$ cat config.mk
export PLATFORM = sky130hd
export DESIGN_NAME = snes_bus_responder_flat
export DESIGN_NICKNAME = d
export VERILOG_FILES = /design/src/rtl/snes_bus_responder_pkg.sv /design/src/rtl/snes_bus_responder_if.sv /design/src/rtl/snes_bus_responder_sync.sv /design/src/rtl/snes_bus_responder.sv /design/src/flat_wrapper.sv
export SDC_FILE = /design/constraint.sdc
export NUM_CORES = 1
export LEC_CHECK = 0
export ABC_AREA = 1
export BUFFER_PORTS_ARGS = -buffer_cell sky130_fd_sc_hd__buf_2
export CAP_MARGIN = 10
export CORE_UTILIZATION = 46
export CTS_CLUSTER_SIZE = 14
export DETAILED_ROUTE_END_ITERATION = 7
export PLACE_DENSITY = 0.74
export SYNTH_ARGS = -nofsm -noshare
export SYNTH_HDL_FRONTEND = slang
export SYNTH_SLANG_ARGS = --single-unit
$ cat constraint.sdc
create_clock -name mck -period 2.6 [get_ports mck]
set_input_delay 0.13 -clock mck [delete_from_list [all_inputs] [get_ports mck]]
set_output_delay 0.13 -clock mck [all_outputs]
set_load 0.02 [all_outputs]
$ cat src/rtl/snes_bus_responder_pkg.sv
// Shared types and constants for the SuperFX register-window bus responder.
package snes_bus_pkg;

  typedef enum logic [2:0] {
    ST_IDLE,
    ST_RD_REQ,
    ST_RD_DRIVE,
    ST_WR_CAPT,
    ST_WR_REQ
  } state_t;

  localparam logic [15:0] REG_BASE_DEF = 16'h3000;
  localparam logic [15:0] REG_LAST_DEF = 16'h32FF;

  // Bit 22 set means banks $40-7F / $C0-FF, which never map the register window.
  localparam logic [23:0] BANK_MASK = 24'h40_0000;

  localparam logic [7:0] OPEN_BUS = 8'hFF;

  function automatic logic reg_hit(input logic [23:0] addr, input logic romsel_n,
                                   input logic [15:0] base, input logic [15:0] last);
    return romsel_n && ((addr & BANK_MASK) == 24'h0) &&
           (addr[15:0] >= base) && (addr[15:0] <= last);
  endfunction

endpackage

$ cat src/rtl/snes_bus_responder_if.sv
// Single-outstanding register request channel between the bus responder and the SuperFX core.
interface snes_bus_responder_if;
  logic [9:0] reg_addr;
  logic [7:0] reg_wdata;
  logic       reg_wr_req;
  logic       reg_rd_req;
  logic       reg_ack;
  logic [7:0] reg_rdata;

  modport master (
    output reg_addr, reg_wdata, reg_wr_req, reg_rd_req,
    input  reg_ack, reg_rdata
  );

  modport slave (
    input  reg_addr, reg_wdata, reg_wr_req, reg_rd_req,
    output reg_ack, reg_rdata
  );
endinterface

$ cat src/rtl/snes_bus_responder_sync.sv
// STAGES-deep synchroniser for an active-low strobe, with falling/rising edge flags
// aligned to the synchronised level.
module snes_sync #(
  parameter int STAGES = 2
) (
  input  logic mck,
  input  logic reset,
  input  logic din,
  output logic dout,
  output logic fall,
  output logic rise
);

  logic [STAGES-1:0] sr;
  logic              prev;

  // NOTE: flops reset to the idle (high) level so reset release never fakes a strobe edge;
  // all state updates use non-blocking assignments so every flop samples pre-edge values.
  always_ff @(posedge mck or posedge reset) begin
    if (reset) begin
      sr   <= '1;
      prev <= 1'b1;
    end else begin
      sr   <= {sr[STAGES-2:0], din};
      prev <= sr[STAGES-1];
    end
  end

  assign dout = sr[STAGES-1];
  assign fall = prev & ~dout;
  assign rise = ~prev & dout;

endmodule

$ cat src/rtl/snes_bus_responder.sv
// SNES cartridge-side responder for the SuperFX register window.
// Optional ack timeout with sticky bus_err: define SNES_BUS_TIMEOUT_EN.
module snes_bus_responder
  import snes_bus_pkg::*;
#(
  parameter logic [15:0] REG_BASE    = REG_BASE_DEF,
  parameter logic [15:0] REG_LAST    = REG_LAST_DEF,
  parameter int          SYNC_STAGES = 2,
  parameter int          TIMEOUT     = 8
) (
  input  logic                        mck,
  input  logic                        reset,
  input  logic [23:0]                 ca,
  input  logic [7:0]                  d_in,
  input  logic                        cpurd_n,
  input  logic                        cpuwr_n,
  input  logic                        romsel_n,
  output logic [7:0]                  d_out,
  output logic                        d_oe,
  output logic                        irq_oe,
  snes_bus_responder_if.master        regs,
  input  logic                        core_irq,
  output logic                        bus_err
);

  if (SYNC_STAGES < 2 || TIMEOUT < 1) begin : g_param_check
    $error("snes_bus_responder: SYNC_STAGES must be >= 2 and TIMEOUT >= 1");
  end

  logic rd_s, rd_fall, rd_rise;
  logic wr_s, wr_fall, wr_rise;

  snes_sync #(.STAGES(SYNC_STAGES)) u_rd_sync (
    .mck(mck), .reset(reset), .din(cpurd_n), .dout(rd_s), .fall(rd_fall), .rise(rd_rise)
  );

  snes_sync #(.STAGES(SYNC_STAGES)) u_wr_sync (
    .mck(mck), .reset(reset), .din(cpuwr_n), .dout(wr_s), .fall(wr_fall), .rise(wr_rise)
  );

  // Address, data and select ride the same depth as the strobes so they line up with the edges.
  logic [SYNC_STAGES-1:0][23:0] ca_sr;
  logic [SYNC_STAGES-1:0][7:0]  d_sr;
  logic [SYNC_STAGES-1:0]       romsel_sr;

  always_ff @(posedge mck or posedge reset) begin
    if (reset) begin
      ca_sr     <= '0;
      d_sr      <= '0;
      romsel_sr <= '1;
    end else begin
      ca_sr     <= {ca_sr[SYNC_STAGES-2:0], ca};
      d_sr      <= {d_sr[SYNC_STAGES-2:0], d_in};
      romsel_sr <= {romsel_sr[SYNC_STAGES-2:0], romsel_n};
    end
  end

  logic [23:0] ca_s;
  logic [7:0]  d_s;
  logic        hit;
  logic [9:0]  offset;

  assign ca_s   = ca_sr[SYNC_STAGES-1];
  assign d_s    = d_sr[SYNC_STAGES-1];
  assign hit    = reg_hit(ca_s, romsel_sr[SYNC_STAGES-1], REG_BASE, REG_LAST);
  assign offset = 10'(ca_s[15:0] - REG_BASE);

  state_t state;
  logic   rd_abort;
  logic   tmo;

`ifdef SNES_BUS_TIMEOUT_EN
  localparam int CNT_W = $clog2(TIMEOUT + 1);

  logic [CNT_W-1:0] tmo_cnt;
  logic             in_req;

  assign in_req = (state == ST_RD_REQ) || (state == ST_WR_REQ);
  assign tmo    = in_req && !regs.reg_ack && (tmo_cnt == CNT_W'(TIMEOUT - 1));

  always_ff @(posedge mck or posedge reset) begin
    if (reset) begin
      tmo_cnt <= '0;
      bus_err <= 1'b0;
    end else begin
      tmo_cnt <= in_req ? tmo_cnt + 1'b1 : '0;
      if (tmo) bus_err <= 1'b1;
    end
  end
`else
  assign tmo     = 1'b0;
  assign bus_err = 1'b0;
`endif

  always_ff @(posedge mck or posedge reset) begin
    if (reset) begin
      state           <= ST_IDLE;
      rd_abort        <= 1'b0;
      d_out           <= '0;
      d_oe            <= 1'b0;
      regs.reg_addr   <= '0;
      regs.reg_wdata  <= '0;
      regs.reg_wr_req <= 1'b0;
      regs.reg_rd_req <= 1'b0;
    end else begin
      unique case (state)
        ST_IDLE: begin
          rd_abort <= 1'b0;
          // Read wins a simultaneous edge; the write is simply never started.
          if (rd_fall && hit) begin
            regs.reg_addr   <= offset;
            regs.reg_rd_req <= 1'b1;
            state           <= ST_RD_REQ;
          end else if (wr_fall && hit) begin
            regs.reg_addr  <= offset;
            regs.reg_wdata <= d_s;
            state          <= ST_WR_CAPT;
          end
        end

        ST_RD_REQ: begin
          if (rd_rise) rd_abort <= 1'b1;
          if (regs.reg_ack || tmo) begin
            regs.reg_rd_req <= 1'b0;
            if (rd_abort || rd_rise) begin
              state <= ST_IDLE;
            end else begin
              d_out <= regs.reg_ack ? regs.reg_rdata : OPEN_BUS;
              d_oe  <= 1'b1;
              state <= ST_RD_DRIVE;
            end
          end
        end

        ST_RD_DRIVE: begin
          if (rd_s) begin
            d_oe  <= 1'b0;
            state <= ST_IDLE;
          end
        end

        ST_WR_CAPT: begin
          // Keep reloading while the strobe is low so the last pre-rise value is the one issued.
          if (wr_rise || wr_s) begin
            regs.reg_wr_req <= 1'b1;
            state           <= ST_WR_REQ;
          end else begin
            regs.reg_addr  <= offset;
            regs.reg_wdata <= d_s;
          end
        end

        ST_WR_REQ: begin
          if (regs.reg_ack || tmo) begin
            regs.reg_wr_req <= 1'b0;
            state           <= ST_IDLE;
          end
        end

        default: state <= ST_IDLE;
      endcase
    end
  end

  always_ff @(posedge mck or posedge reset) begin
    if (reset) irq_oe <= 1'b0;
    else       irq_oe <= core_irq;
  end

endmodule

$ cat src/flat_wrapper.sv
// flat-port wrapper written by rule: the top's interface ports become plain ports
module snes_bus_responder_flat import snes_bus_pkg::*;
#(
  parameter logic [15:0] REG_BASE    = REG_BASE_DEF,
  parameter logic [15:0] REG_LAST    = REG_LAST_DEF,
  parameter int          SYNC_STAGES = 2,
  parameter int          TIMEOUT     = 8
)
  (mck, reset, ca, d_in, cpurd_n, cpuwr_n, romsel_n, d_out, d_oe, irq_oe, core_irq, bus_err, regs_reg_addr, regs_reg_wdata, regs_reg_wr_req, regs_reg_rd_req, regs_reg_ack, regs_reg_rdata);
  snes_bus_responder_if regs_i ();
  input  logic mck;
  input  logic reset;
  input  logic [23:0] ca;
  input  logic [7:0] d_in;
  input  logic cpurd_n;
  input  logic cpuwr_n;
  input  logic romsel_n;
  output logic [7:0] d_out;
  output logic d_oe;
  output logic irq_oe;
  input  logic core_irq;
  output logic bus_err;
  output wire logic [$bits(regs_i.reg_addr)-1:0] regs_reg_addr;
  output wire logic [$bits(regs_i.reg_wdata)-1:0] regs_reg_wdata;
  output wire logic [$bits(regs_i.reg_wr_req)-1:0] regs_reg_wr_req;
  output wire logic [$bits(regs_i.reg_rd_req)-1:0] regs_reg_rd_req;
  input wire logic [$bits(regs_i.reg_ack)-1:0] regs_reg_ack;
  input wire logic [$bits(regs_i.reg_rdata)-1:0] regs_reg_rdata;
  assign regs_reg_addr = regs_i.reg_addr;
  assign regs_reg_wdata = regs_i.reg_wdata;
  assign regs_reg_wr_req = regs_i.reg_wr_req;
  assign regs_reg_rd_req = regs_i.reg_rd_req;
  assign regs_i.reg_ack = regs_reg_ack;
  assign regs_i.reg_rdata = regs_reg_rdata;
  snes_bus_responder #(.REG_BASE(REG_BASE), .REG_LAST(REG_LAST), .SYNC_STAGES(SYNC_STAGES), .TIMEOUT(TIMEOUT)) u_core (.mck(mck), .reset(reset), .ca(ca), .d_in(d_in), .cpurd_n(cpurd_n), .cpuwr_n(cpuwr_n), .romsel_n(romsel_n), .d_out(d_out), .d_oe(d_oe), .irq_oe(irq_oe), .regs(regs_i), .core_irq(core_irq), .bus_err(bus_err));
endmodule
==> metrics, run 1 <==
core footprint=approximately 6400 µm²; EDFF count, synth=0; clk_lat worst skew=around 0.34 ns; vias in the first global route=a little over 2000; H-tree Lvls=3; synth warn=0; clock skew=0.00535 ns; RSZ-0062 raised after global routing=false; CTS buffer count=9; Setup Viol. Count Final=0; crit path cell chain=inv_2, nand2_2, nor2_4, inv_2, nand2_1, nand2_2, nand2_1, nand2_1; Setup CP Type=reg2reg; ANT cells=0; period utilization=~64%; full die area=6960 µm²; first-pass GRT wire length=8.81 mm; Leak Pwr=around 2.1 nW; PD cells=approximately 1000 nW/µm²; Pins Over Slew Limit=0; max frequency=600 MHz; mean post-synth cell area=12.5 µm²; Synth cell types=24; synth cell count leaders=dfrtp_1, nand2_1, nand3_1; Post-synth ARST share=100%; Max Cap Viol=0; hold path startpoint=regs_reg_ack; max incr delay on CP=0.49 ns; worst r2r src=u_core.state[1]; CP Launch Type=flop; Crit-path slowest cell=dfrtp_1; vias per cell=about 4.5; CTS Root Cell=clkbuf_8; clk sink count=92; reg2reg path depth=8; Routed WL=about 5 mm; R2R setup slack=between 0.9 and 1 ns; Max clock buf depth=2; Fin Setup TNS=0 ns; Crit. End Element=flop; CP Max Fanout=11; Remaining DRCs=0; final RePlAce weighted congestion=0.751; NumNets Final=406; Layout area overhead=34.5%; Initial Util=47.7%; Via Count=just under 2000; syn_nets=between 200 and 300; Total GRT Usage=between 10% and 20%; post-detailed-route wirelength per cell=about 11 µm; post-CTS resize count=0; Post-CTS Setup Bufs=0; Die Height=~83 µm; Syn Inst Count=approximately 240; 1st-iter DRT viols=123; Post-DP HPWL=roughly 3.2 mm; area of the mapped netlist=3050 µm²; CTS tree=done; fill count=between 500 and 600; First-pass DRT Iterations=4; predominant post-synthesis flop cell=dfrtp_1; FF+latch count, synth=92; Hold Path Depth=4; Slew HR=approximately 64%; Final Hold Viols=0; count leader, synth=dfrtp_1; share of the synthesized area in the top cell type=68.9%; Row Count=29; IO Port Bufs=69; Arr. time, crit path=~1.9 ns; worst slew pin tran=between 0.5 and 0.6 ns; Top-Level Pins=78; Worst R2R End=u_core.regs.reg_addr[5]; Overflow after GRT=0; VDD IR-drop max=around 0.73 mV; leading area contributor after synthesis=dfrtp_1; layout cell share with drive strength beyond 1=31.4%; critical path's most frequent cell=nand2_1; Tmin final=between 1.5 and 2 ns; final hold slack=0.0477 ns; Worst Hold End=u_core.regs.reg_wr_req; status=complete, no violations; ANT nets after route=0; Seq/Total Area, Yosys=between 70 and 80%; largest net degree at the start of global routing=50; Die X=about 83 µm; Hold Crit Class=in2reg; antenna violations before repair=0; largest cells by area after synthesis=dfrtp_1, nand2_1, dfstp_2; clock slew at reported path FFs=about 0.080 ns; WP data required=2.84 ns
-- worst max-delay path by stage --
stage | from | endpoint
after floorplan | reset | u_core.ca_s[0]
after global placement | u_core.state[1] | u_core.regs.reg_addr[6]
after detailed placement | u_core.state[1] | u_core.regs.reg_addr[1]
after CTS | u_core.state[1] | u_core.regs.reg_addr[1]
after global routing | u_core.state[2] | u_core.regs.reg_addr[8]
final | u_core.state[1] | u_core.regs.reg_addr[5]
-- logic make-up (layout without fill, tap and decap cells) --
group	after synthesis	count (layout)	synth area share [%]
simple gates	123	123	18.9
buf+inv	22	141	3.53
compound gates	6	6	1.64
flops	92	92	75.8
other cells	1	1	0.123
-- sequential cells by signal, summed over array words and instances (netlist names), 2 cells and up --
register,cells
u_core.d_s,8
u_core.state,3
u_core.regs.reg_addr,10
u_core.ca_s,17
u_core.romsel_sr,2
u_core.u_rd_sync.sr,2
u_core.u_wr_sync.sr,2
u_core.d_sr,8
u_core.regs.reg_wdata,8
u_core.d_out,8
u_core.ca_sr,17
-- area by class of cell --
type                    instances  area, µm²  share of cell area [%]
flip-flops and latches         92       2310                    56.4
repair buffers                108        746                    18.2
multi-input cells             130        629                    15.3
clock buffers                  10        138                    3.36
clock inverters                 5        108                    2.62
well taps                      77       96.3                    2.35
inverters                      18       72.6                    1.77
-- worst max-delay path, delay by kind of cell, from the launching register on --
kind	cells	cell delay (ns)
buffers and inverters	2	0.14
AND/OR/NAND/NOR	6	0.94
flip-flops	1	0.49
-- what timing repair did --
| action | in CTS | in global routing |
|---|---|---|
| setup endpoints to repair | 0 | 0 |
| hold endpoints to repair | 72 | 0 |
| hold buffers | 38 | 0 |
-- power breakdown --
| part | switching, mW | internal (mW) | total [mW] |
|---|---|---|---|
| clock | 0.466 | 0.665 | 1.13 |
| sequential | 0.145 | 1.71 | 1.86 |
| combinational | 0.861 | 0.449 | 1.31 |
| total | 1.47 | 2.83 | 4.30 |
-- metal layers --
metal  routed length (µm)  GRT usage, %
met1                 2220          19.2
met2                 2490          28.2
met3                  267          6.66
met4                   46          6.01
met5                    0             0
-- cells in the final DEF (no fill, tap or decap), drive strengths merged, types with 3 or more instances in the layout --
cell type and count:
nand4 3, dfrtp 84, clkbuf 10, nand2 85, o21ai 3, nor2 9
buf 70, bufinv 3, dfstp 8, dlygate4sd3 38, inv 19, nand3 25
-- through the flow --
step                      util (%)  std cells  area (µm²)  total power, mW  setup WS [ns]
after floorplan                  -        244        3050             2.84         0.0913
after global placement        54.4        387        3480             3.14          0.950
after detailed placement      54.4        387        3480             3.17          0.931
after CTS                     64.2        440        4100             4.36          0.919
after global routing          64.2        440        4100             4.60          0.720
final                         64.2        440        4100             4.30          0.933
Power figures use the tool's default switching activity.
==> inputs of run 2 (changes only) <==
--- a/config.mk
+++ b/config.mk
@@ -8,10 +8,10 @@
 export ABC_AREA = 1
 export BUFFER_PORTS_ARGS = -buffer_cell sky130_fd_sc_hd__buf_2
 export CAP_MARGIN = 10
-export CORE_UTILIZATION = 46
+export CORE_UTILIZATION = 51
 export CTS_CLUSTER_SIZE = 14
 export DETAILED_ROUTE_END_ITERATION = 7
-export PLACE_DENSITY = 0.74
+export PLACE_DENSITY = 0.77
 export SYNTH_ARGS = -nofsm -noshare
 export SYNTH_HDL_FRONTEND = slang
 export SYNTH_SLANG_ARGS = --single-unit
==> constraint.sdc (replaced) <==
create_clock -name mck -period 1.7 [get_ports mck]
set_input_delay 0.085 -clock mck [delete_from_list [all_inputs] [get_ports mck]]
set_output_delay 0.085 -clock mck [all_outputs]
set_load 0.02 [all_outputs]
==> metrics, run 2 (synthesis gave the netlist of run 1 again) <==
Arr. time, crit path=between 1.5 and 2 ns; Post-CTS Setup Bufs=0; Total GRT Usage=20.1%; IO Port Bufs=69; Crit-path slowest cell=dfstp_2; Tmin final=around 1.6 ns; RSZ-0062 raised after global routing=false; Placed Area=about 3500 µm²; max incr delay on CP=0.52 ns; commonest non-fill, non-tap cells in the layout=dfrtp_1, nand2_1, buf_2; layout cell share with drive strength beyond 1=a little under a third; DP Worst Slack=about 0.14 ns; Row Count=27; final RePlAce weighted congestion=just under 0.8; Max Cap Viol=0; full die area=around 6300 µm²; Die Height=just under 80 µm; Crit. End Element=flop; clock slew at reported path FFs=0.09 ns; P_int=4.06 mW; final core utilization=a little over 70%; Pins Over Slew Limit=0; PD cells=approximately 1600 nW/µm²; Setup Viol. Count Final=0; CP Max Fanout=9; antenna violations before repair=0; most common cell after layout, fill and taps aside=dfrtp_1; CTS tree=done; clk_lat worst skew=~0.35 ns; Multi-input gate area=between 600 and 700 µm²; Final Hold Viols=0; largest net degree at the start of global routing=between 90 and 100; clk sink count=a little over 90; Remaining DRCs=0; H-tree Lvls=3; P_sw=~2.3 mW; VDD IR-drop max=0.811 mV; vias in the first global route=between 1500 and 2000; ANT nets after route=0; CTS buffer count=9; core footprint=roughly 5600 µm²; NumNets Final=~410; First-pass DRT Iterations=4; Sw Share=a little over a third; worst setup margin=between 0.1 and 0.15 ns; Max clock buf depth=2; Setup CP Type=reg2reg; power share of the clock group=a little under a quarter; max frequency=around 630 MHz; Post-DP HPWL=~3.2 mm; first-pass GRT wire length=9.09 mm; hold path startpoint=u_core.d_sr[2]; Top-Level Pins=78; 1st-iter DRT viols=~110; status=complete, no violations; fill count=about 400; ANT cells=0; period utilization=roughly 93%; Leak Pwr=around 2.1 nW; worst r2r src=u_core.romsel_sr[1]; Overflow after GRT=0; vias per cell=4.64; critical path's most frequent cell=nand2_1; Final Cell Area=4070 µm²; CTS Root Cell=clkbuf_8; Fin Setup TNS=0 ns; Initial Util=~54%; Die X=around 79 µm; crit path launch=u_core.romsel_sr[1]; WP data required=approximately 1.9 ns; share of power burned in registers=roughly 45%; Logic pwr share=about a third; crit path cell chain=nand2_1, nor2_2, nand4_2, a21oi_4, nand2_4, nand2_1, nand2_1; Layout area overhead=33.5%; Hold Crit Class=reg2reg; Seq. cell area=2310 µm²; post-CTS resize count=0; post-detailed-route wirelength per cell=between 10 and 15 µm; CP Launch Type=flop; clock skew=0.0110 ns; Routed WL=~5.6 mm; Via Count=2031
==> run 2: final timing paths <==
| path | end | slack, ns | cells after the start |
|---|---|---|---|
| max in group asynchronous | u_core.u_rd_sync.sr[1] | 0.93 | 4 |
| worst max register to register | u_core.regs.reg_wdata[2] | 0.12 | 7 |
| worst max-delay path | u_core.regs.reg_wdata[2] | 0.12 | 7 |
| min in group asynchronous | u_core.d_out[1] | 0.40 | 4 |
| worst min register to register | u_core.d_s[2] | 0.35 | 0 |
| worst min-delay path | u_core.d_s[2] | 0.35 | 0 |
==> run 2: what timing repair did <==
| item | in CTS | in global routing |
|---|---|---|
| endpoints found under the hold margin | 122 | 0 |
| hold buffers | 39 | 0 |
| endpoints found under the setup margin | 0 | 5 |
==> run 2: area by class of cell <==
class | instances | area share, %
multi-input cells | 130 | 15.5
clock inverters | 5 | 1.48
flip-flops and latches | 92 | 56.8
inverters | 18 | 1.81
clock buffers | 11 | 3.47
well taps | 72 | 2.21
repair buffers | 110 | 18.8
==> run 2: metal layers <==
layer  vias to the layer above  share of wire (%)  GRT usage, %
li1                        993                  -             -
met1                       967                 40          22.7
met2                        55                 53          34.0
met3                        16                3.7          4.94
met4                         0                3.2          13.1
met5                         -                  0             0
==> run 2: metrics by stage <==
stage                     hold slack, ns  total power, mW  instances
final                              0.351             6.37        438
after global routing               0.359             6.76        438
after CTS                          0.353             6.41        438
after detailed placement           0.191             4.89        383
after global placement             0.191             4.82        383
after floorplan                   0.0895             4.34        244
==> run 2: power by group through the flow <==
stage	registers [mW]	logic (mW)	clock network [mW]
floorplan	3.24	1.10	0
global placement	2.87	1.95	0
detailed placement	2.89	2.00	0
CTS	2.85	2.08	1.48
global route	2.90	2.29	1.57
finish	2.85	2.06	1.46
==> run 2: critical path: cells and delay by family (launching register included) <==
kind | cells | cell delay [ns]
AO/OA/AOI/OAI | 1 | 0.31
flip-flops | 1 | 0.52
AND/OR/NAND/NOR | 6 | 0.62
==> inputs of run 3 (changes only) <==
--- a/config.mk
+++ b/config.mk
@@ -8,10 +8,10 @@
 export ABC_AREA = 1
 export BUFFER_PORTS_ARGS = -buffer_cell sky130_fd_sc_hd__buf_2
 export CAP_MARGIN = 10
-export CORE_UTILIZATION = 51
+export CORE_UTILIZATION = 46
 export CTS_CLUSTER_SIZE = 14
 export DETAILED_ROUTE_END_ITERATION = 7
-export PLACE_DENSITY = 0.77
+export PLACE_DENSITY = 0.74
 export SYNTH_ARGS = -nofsm -noshare
 export SYNTH_HDL_FRONTEND = slang
 export SYNTH_SLANG_ARGS = --single-unit
==> constraint.sdc (replaced) <==
create_clock -name mck -period 1.3 [get_ports mck]
set_input_delay 0.065 -clock mck [delete_from_list [all_inputs] [get_ports mck]]
set_output_delay 0.065 -clock mck [all_outputs]
set_load 0.02 [all_outputs]
==> metrics, run 3 (synthesis gave the netlist of run 1 again) <==
cell family with most CP delay=flip-flops; Die Height=approximately 83 µm; PD cells=2170 nW/µm²; Crit. End Element=flop; Fin Setup TNS=-3.20 ns; Total GRT Usage=18.0%; clock slew at reported path FFs=~0.080 ns; NumNets Final=431; Die X=83.4 µm; Routed WL=just under 6 mm; IO Port Bufs=69; VDD IR-drop max=1.37 mV; Placed Area=3640 µm²; clock skew=between 0.006 and 0.007 ns; Initial Util=a little under half; Leak Pwr=approximately 2.3 nW; largest net degree at the start of global routing=47; CP Max Fanout=8; full die area=a little under 7000 µm²; Pins Over Slew Limit=0; Max clock buf depth=2; post-detailed-route wirelength per cell=roughly 13 µm; worst setup margin=-0.209 ns; Remaining DRCs=0; vias in the first global route=about 2200; period utilization=116%; ANT nets after route=0; final core utilization=between 70% and 80%; Via Count=2119; H-tree Lvls=3; Setup CP Type=reg2reg; final RePlAce weighted congestion=0.766; Overflow after GRT=0; layout cell share with drive strength beyond 1=between 40% and 50%; RSZ-0062 raised after global routing=true; CTS Root Cell=clkbuf_8; Sw Share=between 30% and 40%; CTS buffer count=9; commonest non-fill, non-tap cells in the layout=dfrtp_1, buf_2, nand2_1; CP Launch Type=flop; first-pass GRT wire length=between 9 and 10 mm; clk sink count=92; most common cell after layout, fill and taps aside=dfrtp_1; power share of the clock group=~24%; Hold Crit Class=in2async; 1st-iter DRT viols=66; core footprint=roughly 6400 µm²; R2R setup slack=-0.21 ns; ANT cells=0; vias per cell=around 4.6; status=finished with violations; worst r2r src=u_core.romsel_sr[1]; max frequency=~660 MHz; P_int=~6.4 mW; WP data required=between 1.5 and 2 ns; max incr delay on CP=approximately 0.53 ns; First-pass DRT Iterations=4; failing checks=setup timing; P_sw=3.42 mW; Max Cap Viol=0; Tmin final=roughly 1.5 ns; Row Count=29; Crit-path slowest cell=dfstp_2; crit path cell chain=nand2_2, nor2_4, nand4_2, a21oi_4, buf_12, nand3_1, nand2_1; Top-Level Pins=78; share of power burned in registers=between 30% and 40%; reg2reg path depth=7; Final Cell Area=about 4500 µm²; crit path buf inv count=1; CTS tree=done; Post-DP HPWL=approximately 3.6 mm; Setup Viol. Count Final=28; Worst R2R End=u_core.regs.reg_wdata[4]; Final Hold Viols=0; DP Worst Slack=-0.193 ns; antenna violations before repair=0; clk_lat worst skew=0.34 ns; Layout area overhead=48.6%; Logic pwr share=roughly 38%; Arr. time, crit path=1.79 ns
## run 3: worst max-delay path by stage
stage                                startpoint                       end  depth (start not counted)
after detailed placement    u_core.romsel_sr[1]  u_core.regs.reg_wdata[4]                          8
after CTS                   u_core.romsel_sr[1]  u_core.regs.reg_wdata[4]                          8
after global routing        u_core.romsel_sr[1]  u_core.regs.reg_wdata[7]                          8
after global placement    u_core.u_rd_sync.prev  u_core.regs.reg_wdata[5]                          8
after floorplan             u_core.romsel_sr[1]  u_core.regs.reg_wdata[0]                          7
final                       u_core.romsel_sr[1]  u_core.regs.reg_wdata[4]                          7
## run 3: through the flow
| step | power [mW] | std cells | hold WS [ns] |
|---|---|---|---|
| finish | 9.84 | 465 | 0.264 |
| global route | 10.4 | 465 | 0.283 |
| CTS | 9.70 | 464 | 0.255 |
| detailed placement | 6.79 | 406 | 0.0822 |
| global placement | 6.69 | 406 | 0.0825 |
| floorplan | 5.67 | 244 | 0.0695 |
## run 3: metal layers
metal / global-route usage (%) / up-vias / part of all wire, %
met5: 0 / - / 0
met4: 4.78 / 0 / 1.2
met3: 5.67 / 6 / 4.3
met2: 32.4 / 52 / 53
met1: 20.7 / 1020 / 41
li1: - / 1041 / -
## run 3: worst register-to-register path: cells and delay by family, from the launching register on
kind	cells	cell delay, ns
flops	1	0.53
simple gates	5	0.48
compound gates	1	0.28
buf+inv	1	0.15
## run 3: layout make-up
class | instances | area, µm²
Clock buffer | 9 | 124
Clock inverter | 6 | 136
Fill cell | 453 | 1860
Inverter | 18 | 73.8
Multi-Input combinational cell | 131 | 795
Sequential cell | 92 | 2310
Tap cell | 77 | 96.3
Timing Repair Buffer | 132 | 992
## run 3: power groups by stage
stage	Combinational, mW	Clock, mW	Sequential (mW)
2_1_floorplan	1.44	0	4.24
3_3_place_gp	2.94	0	3.75
3_5_place_dp	3.03	0	3.76
4_1_cts	3.53	2.44	3.72
5_1_grt	4.03	2.56	3.79
6_report	3.72	2.39	3.73
## run 3: timing repair
action	CTS	global route
endpoints found under the setup margin	30	30
endpoints found under the hold margin	54	0
setup buffers	2	1
resized for setup	34	19
pin swaps	12	17
hold buffers	39	0
gates cloned	2	0
